## config.mk

```make
export PLATFORM = sky130hd
export DESIGN_NAME = zmem_stall
export DESIGN_NICKNAME = d
export VERILOG_FILES = /design/src/rtl/zmem_stall.sv
export SDC_FILE = /design/constraint.sdc
export NUM_CORES = 1
export LEC_CHECK = 0
export BUFFER_PORTS_ARGS = -buffer_cell sky130_fd_sc_hd__buf_4
export CAP_MARGIN = 20
export CORE_MARGIN = 10
export CORE_UTILIZATION = 48
export CTS_BUF_LIST = sky130_fd_sc_hd__clkbuf_16
export DETAILED_ROUTE_END_ITERATION = 12
export PLACE_DENSITY = 0.85
export RECOVER_POWER = 50
export SYNTH_ARGS = -nofsm -noshare
export SYNTH_HDL_FRONTEND = slang
export SYNTH_SLANG_ARGS = --single-unit
```

## constraint.sdc

```tcl
create_clock -name clk -period 2.8 [get_ports clk]
set_clock_uncertainty 0.2 [all_clocks]
set_input_delay 0 -clock clk [delete_from_list [all_inputs] [get_ports clk]]
set_output_delay 0 -clock clk [all_outputs]
set_load 0.005 [all_outputs]
```

## src/rtl/zmem_stall.sv

```systemverilog
// Z80 memory-cycle responder: turns each Z80 MREQ read/write into one DRAM arbiter
// request, stalls the Z80 clock until it is served, and applies turbo only in refresh.
module zmem_stall #(
    parameter int WDOG_W = 8
) (
    input  logic        clk,
    input  logic        rst,
    input  logic        zpos,
    input  logic        zneg,
    input  logic        mreq_n,
    input  logic        rd_n,
    input  logic        wr_n,
    input  logic        rfsh_n,
    input  logic [15:0] za,
    input  logic [7:0]  zd_in,
    input  logic [1:0]  turbo_req,
    output logic [1:0]  turbo,
    output logic        cpu_req,
    output logic        cpu_rnw,
    output logic [15:0] cpu_addr,
    output logic [7:0]  cpu_wdata,
    input  logic        cpu_next,
    input  logic        cpu_strobe,
    input  logic [7:0]  dram_rdata,
    output logic [7:0]  zd_out,
    output logic        zd_ena,
    output logic        cpu_stall,
    output logic        wdog_err
);

    typedef enum logic [1:0] {
        IDLE,
        REQ,
        RDWAIT,
        HOLD
    } state_t;

    // Expiry fires on the edge where the counter would reach all-ones,
    // so a stall lasts at most 2^WDOG_W-1 clocks.
    localparam logic [WDOG_W-1:0] WDOG_LAST = {{(WDOG_W-1){1'b1}}, 1'b0};

    state_t            state;
    state_t            state_next;
    logic [WDOG_W-1:0] wdog_cnt;
    logic              armed;
    logic              mem_start;
    logic              stalled;
    logic              wdog_hit;
    logic              latch_req;
    logic              take_data;
    logic              wdog_fire;
    logic              zneg_unused;

    assign zneg_unused = zneg;

    assign stalled   = (state == REQ) || (state == RDWAIT);
    assign cpu_req   = (state == REQ);
    assign cpu_stall = stalled;
    assign mem_start = armed && !mreq_n && rfsh_n && (!rd_n || !wr_n);
    assign wdog_hit  = stalled && (wdog_cnt == WDOG_LAST);

    always_comb begin
        state_next = state;
        latch_req  = 1'b0;
        take_data  = 1'b0;
        wdog_fire  = 1'b0;
        case (state)
            IDLE: begin
                if (mem_start) begin
                    latch_req  = 1'b1;
                    state_next = REQ;
                end
            end
            REQ: begin
                if (mreq_n) begin
                    state_next = IDLE;
                end else if (cpu_next) begin
                    if (!cpu_rnw) begin
                        state_next = HOLD;
                    end else if (cpu_strobe) begin
                        take_data  = 1'b1;
                        state_next = HOLD;
                    end else begin
                        state_next = RDWAIT;
                    end
                end else if (wdog_hit) begin
                    wdog_fire  = 1'b1;
                    state_next = HOLD;
                end
            end
            RDWAIT: begin
                if (mreq_n) begin
                    state_next = IDLE;
                end else if (cpu_strobe) begin
                    take_data  = 1'b1;
                    state_next = HOLD;
                end else if (wdog_hit) begin
                    wdog_fire  = 1'b1;
                    state_next = HOLD;
                end
            end
            HOLD: begin
                if (mreq_n) begin
                    state_next = IDLE;
                end
            end
            default: state_next = IDLE;
        endcase
    end

    // 'armed' blocks a MREQ that was already low when reset released.
    always_ff @(posedge clk or posedge rst) begin
        if (rst) begin
            state    <= IDLE;
            wdog_cnt <= '0;
            armed    <= 1'b0;
        end else begin
            state    <= state_next;
            wdog_cnt <= stalled ? wdog_cnt + 1'b1 : '0;
            if (mreq_n) begin
                armed <= 1'b1;
            end
        end
    end

    always_ff @(posedge clk or posedge rst) begin
        if (rst) begin
            cpu_rnw   <= 1'b1;
            cpu_addr  <= '0;
            cpu_wdata <= '0;
        end else if (latch_req) begin
            cpu_rnw   <= !rd_n;
            cpu_addr  <= za;
            cpu_wdata <= zd_in;
        end
    end

    always_ff @(posedge clk or posedge rst) begin
        if (rst) begin
            zd_out   <= 8'hFF;
            zd_ena   <= 1'b0;
            wdog_err <= 1'b0;
        end else begin
            if (take_data) begin
                zd_out <= dram_rdata;
                zd_ena <= 1'b1;
            end else if (wdog_fire && cpu_rnw) begin
                zd_out <= 8'hFF;
                zd_ena <= 1'b1;
            end else if (state_next == IDLE) begin
                zd_ena <= 1'b0;
            end
            if (wdog_fire) begin
                wdog_err <= 1'b1;
            end
        end
    end

    // Speed changes only at the refresh T3 edge, never in the middle of an access.
    always_ff @(posedge clk or posedge rst) begin
        if (rst) begin
            turbo <= 2'b00;
        end else if (zpos && !rfsh_n && !mreq_n) begin
            turbo <= turbo_req;
        end
    end

endmodule

```

==> impl_metrics.json <==
{
  "grt_overall_usage_pct": 17.88,
  "antenna-diode-count": 0,
  "status": "finished with violations",
  "clock_sink_count": 48,
  "crit_arrival_ps": 2650,
  "areaGrowthSynthToFinish_pct": 55.51,
  "drt_iter0_markers": 89,
  "height_of_the_die_um": 85.98,
  "power_density_mw_per_mm2": 865.6,
  "timing.final.max_slew_violations": 49,
  "route.detailed.vias_per_inst": 5.209,
  "clock-root-buffer": "sky130_fd_sc_hd__clkbuf_16",
  "critical_path.reg2reg.endpoint": "state[0]",
  "timing.reg2reg.worst_path_depth": 7,
  "violations_in_the_final_reports": "max-capacitance violations, max-slew violations",
  "path_clk_slew_ps": 60,
  "final.period_utilization_pct": 96.06,
  "dr.pass1.iters": 4,
  "wl_mm": 6.571,
  "most-common-layout-cells": "sky130_fd_sc_hd__buf_4, sky130_fd_sc_hd__dlygate4sd3_1, sky130_fd_sc_hd__dfrtp_1",
  "layout_commonest_cell": "sky130_fd_sc_hd__buf_4",
  "critical_path_cell_count": 7,
  "cts_made_buffers": 5,
  "std_cell_core_area_mm2": 0.004115,
  "critical-path-slowest-cell": "sky130_fd_sc_hd__dlygate4sd3_1",
  "numPortBuffers": 81,
  "netlist-cell-type-count": 35,
  "final_layout_size_suffix_gt1_share_pct": 37.54,
  "post_synth_top_area_share_pct": 46.71,
  "type_of_origin_of_the_critical_path": "flip-flop",
  "grt_start_max_net_pins": 49,
  "synth_warnings": 0,
  "synth-edff-count": 0,
  "cap_viol_max_count": 1,
  "critPathMaxFanout": 11,
  "first_global_vias": 1993,
  "tightest_slew_ps": 1759,
  "detailed_place.area_mm2": 0.002753,
  "hold_path.class": "primary input to flip-flop",
  "post-route-util_pct": 78.96,
  "die_width_um": 85.98,
  "clock_path_buffers": 2,
  "criticalPathCategory": "flip-flop to flip-flop",
  "worstPathCellList": "inv_1 > ha_1 > and3_4 > and3_4 > o311ai_2 > a32oi_1 > dlygate4sd3_1",
  "hold_ws_ps": 81.25,
  "grt_pass1_wl_mm": 10.45,
  "critPathRequiredTime_ps": 2760,
  "synth_nets": 205,
  "postSynthRegisterBits": 48,
  "setup_tns_ps": 0,
  "hold_path.startpoint": "cpu_strobe",
  "proportion_of_register_bits_with_asynchronous_set_or_reset_after_synthesis_pct": 100.0,
  "crit_path_frequent_cell": "sky130_fd_sc_hd__and3_4",
  "number_of_cells_traversed_by_the_worst_hold_path": 4,
  "post_drt_wl_per_cell_um": 19.61,
  "yosysSeqAreaShare_pct": 58.02,
  "mappedNetlistArea_mm2": 0.002090,
  "worst-path-buf-inv": 2,
  "relSlewSlack_pct": -17.40,
  "postCtsSetupRepairBufs": 0,
  "global_route.overflow_total": 0,
  "final_setup_vio_count": 0,
  "vdd.ir_drop.worst_uv": 555.1,
  "fp-row-count": 23,
  "clock_tree_from_tritoncts": "done",
  "route.antenna.remaining_nets": 0,
  "worstHoldEndpoint": "wdog_err",
  "final.min_clock_period_ps": 2690,
  "p_total_uw": 2813,
  "total_leakage_power_uw": 0.001484,
  "max_freq_mhz": 371.8,
  "synth_top_flop_cell": "sky130_fd_sc_hd__dfrtp_1",
  "finalHoldViolations": 0,
  "overall_die_area_mm2": 0.007393,
  "vias": 1745,
  "cts_htree_levels": 2,
  "worstSkewPairLatency_ps": 280,
  "final_net_count": 335,
  "post-route-cell-area_mm2": 0.003249,
  "syn-instance-count": 154,
  "critical-path-max-stage-delay_ps": 590,
  "place.gp.congestion": 0.8028,
  "rsz0062_at_grt": "false",
  "antenna_found_initial": 0,
  "cp_top_family": "buffers and inverters",
  "place.detailed.hpwl_mm": 3.955,
  "drcViolationCount": 0,
  "synthesis.area_per_instance_um2": 13.57,
  "setup.reg_to_reg.worst_slack_ps": 110,
  "synth_top_cell_by_area": "sky130_fd_sc_hd__dfrtp_1",
  "crit_path_end_kind": "flip-flop",
  "starting_utilization_of_the_core_area_pct": 50.78,
  "timing.rr.start": "state[0]",
  "synth_area_leaders": "sky130_fd_sc_hd__dfrtp_1, sky130_fd_sc_hd__mux2_2, sky130_fd_sc_hd__dfstp_2, sky130_fd_sc_hd__ha_1, sky130_fd_sc_hd__o22a_1",
  "floorplan.io_pins": 83
}
## registers in the layout, summed over array words and instances (netlist names)
register / cells
state: 2
wdog_cnt: 8
zd_ena: 1
turbo: 2
cpu_wdata: 8
zd_out: 8
cpu_addr: 16
armed: 1
wdog_err: 1
cpu_rnw: 1
## how the worst max path moves through the flow
stage,from,endpoint
2_1_floorplan,state[0],zd_ena
3_3_place_gp,state[0],zd_ena
3_5_place_dp,state[0],zd_ena
4_1_cts,state[0],state[0]
5_1_grt,state[0],state[0]
6_report,state[0],state[0]
## tightest hold or removal path, delay by kind of cell
kind / cells / cell delay (ps)
buf+inv: 2 / 220
compound gates: 2 / 310
## kinds of logic after synthesis
| group | share of synthesized area [%] |
|---|---|
| XOR/XNOR | 2.515 |
| AND/OR/NAND/NOR | 9.283 |
| AO/OA/AOI/OAI | 9.642 |
| buffers and inverters | 2.335 |
| adder cells (fa/ha/maj) | 4.191 |
| multiplexers | 14.01 |
| flip-flops | 58.02 |
## area by class of cell
cell class	instances	area [um2]
Timing Repair Buffer	126	978.4
Fill cell	248	865.8
Clock buffer	5	125.1
Sequential cell	48	1214
Multi-Input combinational cell	96	828.3
Inverter	7	26.28
Tap cell	50	62.56
Clock inverter	3	15.01
## synthesized netlist by cell type (2+ instances only)
cell type                   count
sky130_fd_sc_hd__buf_4          3
sky130_fd_sc_hd__dfrtp_1       39
sky130_fd_sc_hd__nor2_1         2
sky130_fd_sc_hd__o2bb2ai_1      2
sky130_fd_sc_hd__o22a_1         8
sky130_fd_sc_hd__nand3_1        6
sky130_fd_sc_hd__inv_1          7
sky130_fd_sc_hd__ha_1           7
sky130_fd_sc_hd__nand2_1        4
sky130_fd_sc_hd__dfstp_2        9
sky130_fd_sc_hd__xnor2_1        5
sky130_fd_sc_hd__and3_4         2
sky130_fd_sc_hd__a21oi_1        5
sky130_fd_sc_hd__and3_1         2
sky130_fd_sc_hd__mux2_2        26
sky130_fd_sc_hd__and2_1         6
sky130_fd_sc_hd__nor2b_1        3
## report_power, final
part | internal, uW | switching [uW]
Clock | 324 | 244
Combinational | 573 | 474
Sequential | 1000 | 194
Total | 1900 | 911
## per-stage QoR
| step | worst slack [ps] | instances |
|---|---|---|
| after global routing | 55.03 | 335 |
| final | 110.3 | 335 |
| after CTS | 97.51 | 335 |
| after detailed placement | 394.3 | 284 |
| after global placement | 396.5 | 284 |
| after floorplan | 548.4 | 154 |
## layer usage
layer / global-route usage (%) / vias to the layer above / share of wire (%)
met5: 0 / - / 0
met4: 5.090 / 0 / 2.1
met3: 6.055 / 11 / 6.5
met2: 34.42 / 50 / 56
met1: 17.41 / 872 / 35
li1: - / 812 / -
## what timing repair did
item	CTS	global route
hold endpoints to repair	78	0
hold buffers	43	0
endpoints found under the setup margin	0	1
gates resized for setup	0	1
Power figures use the tool's default switching activity.
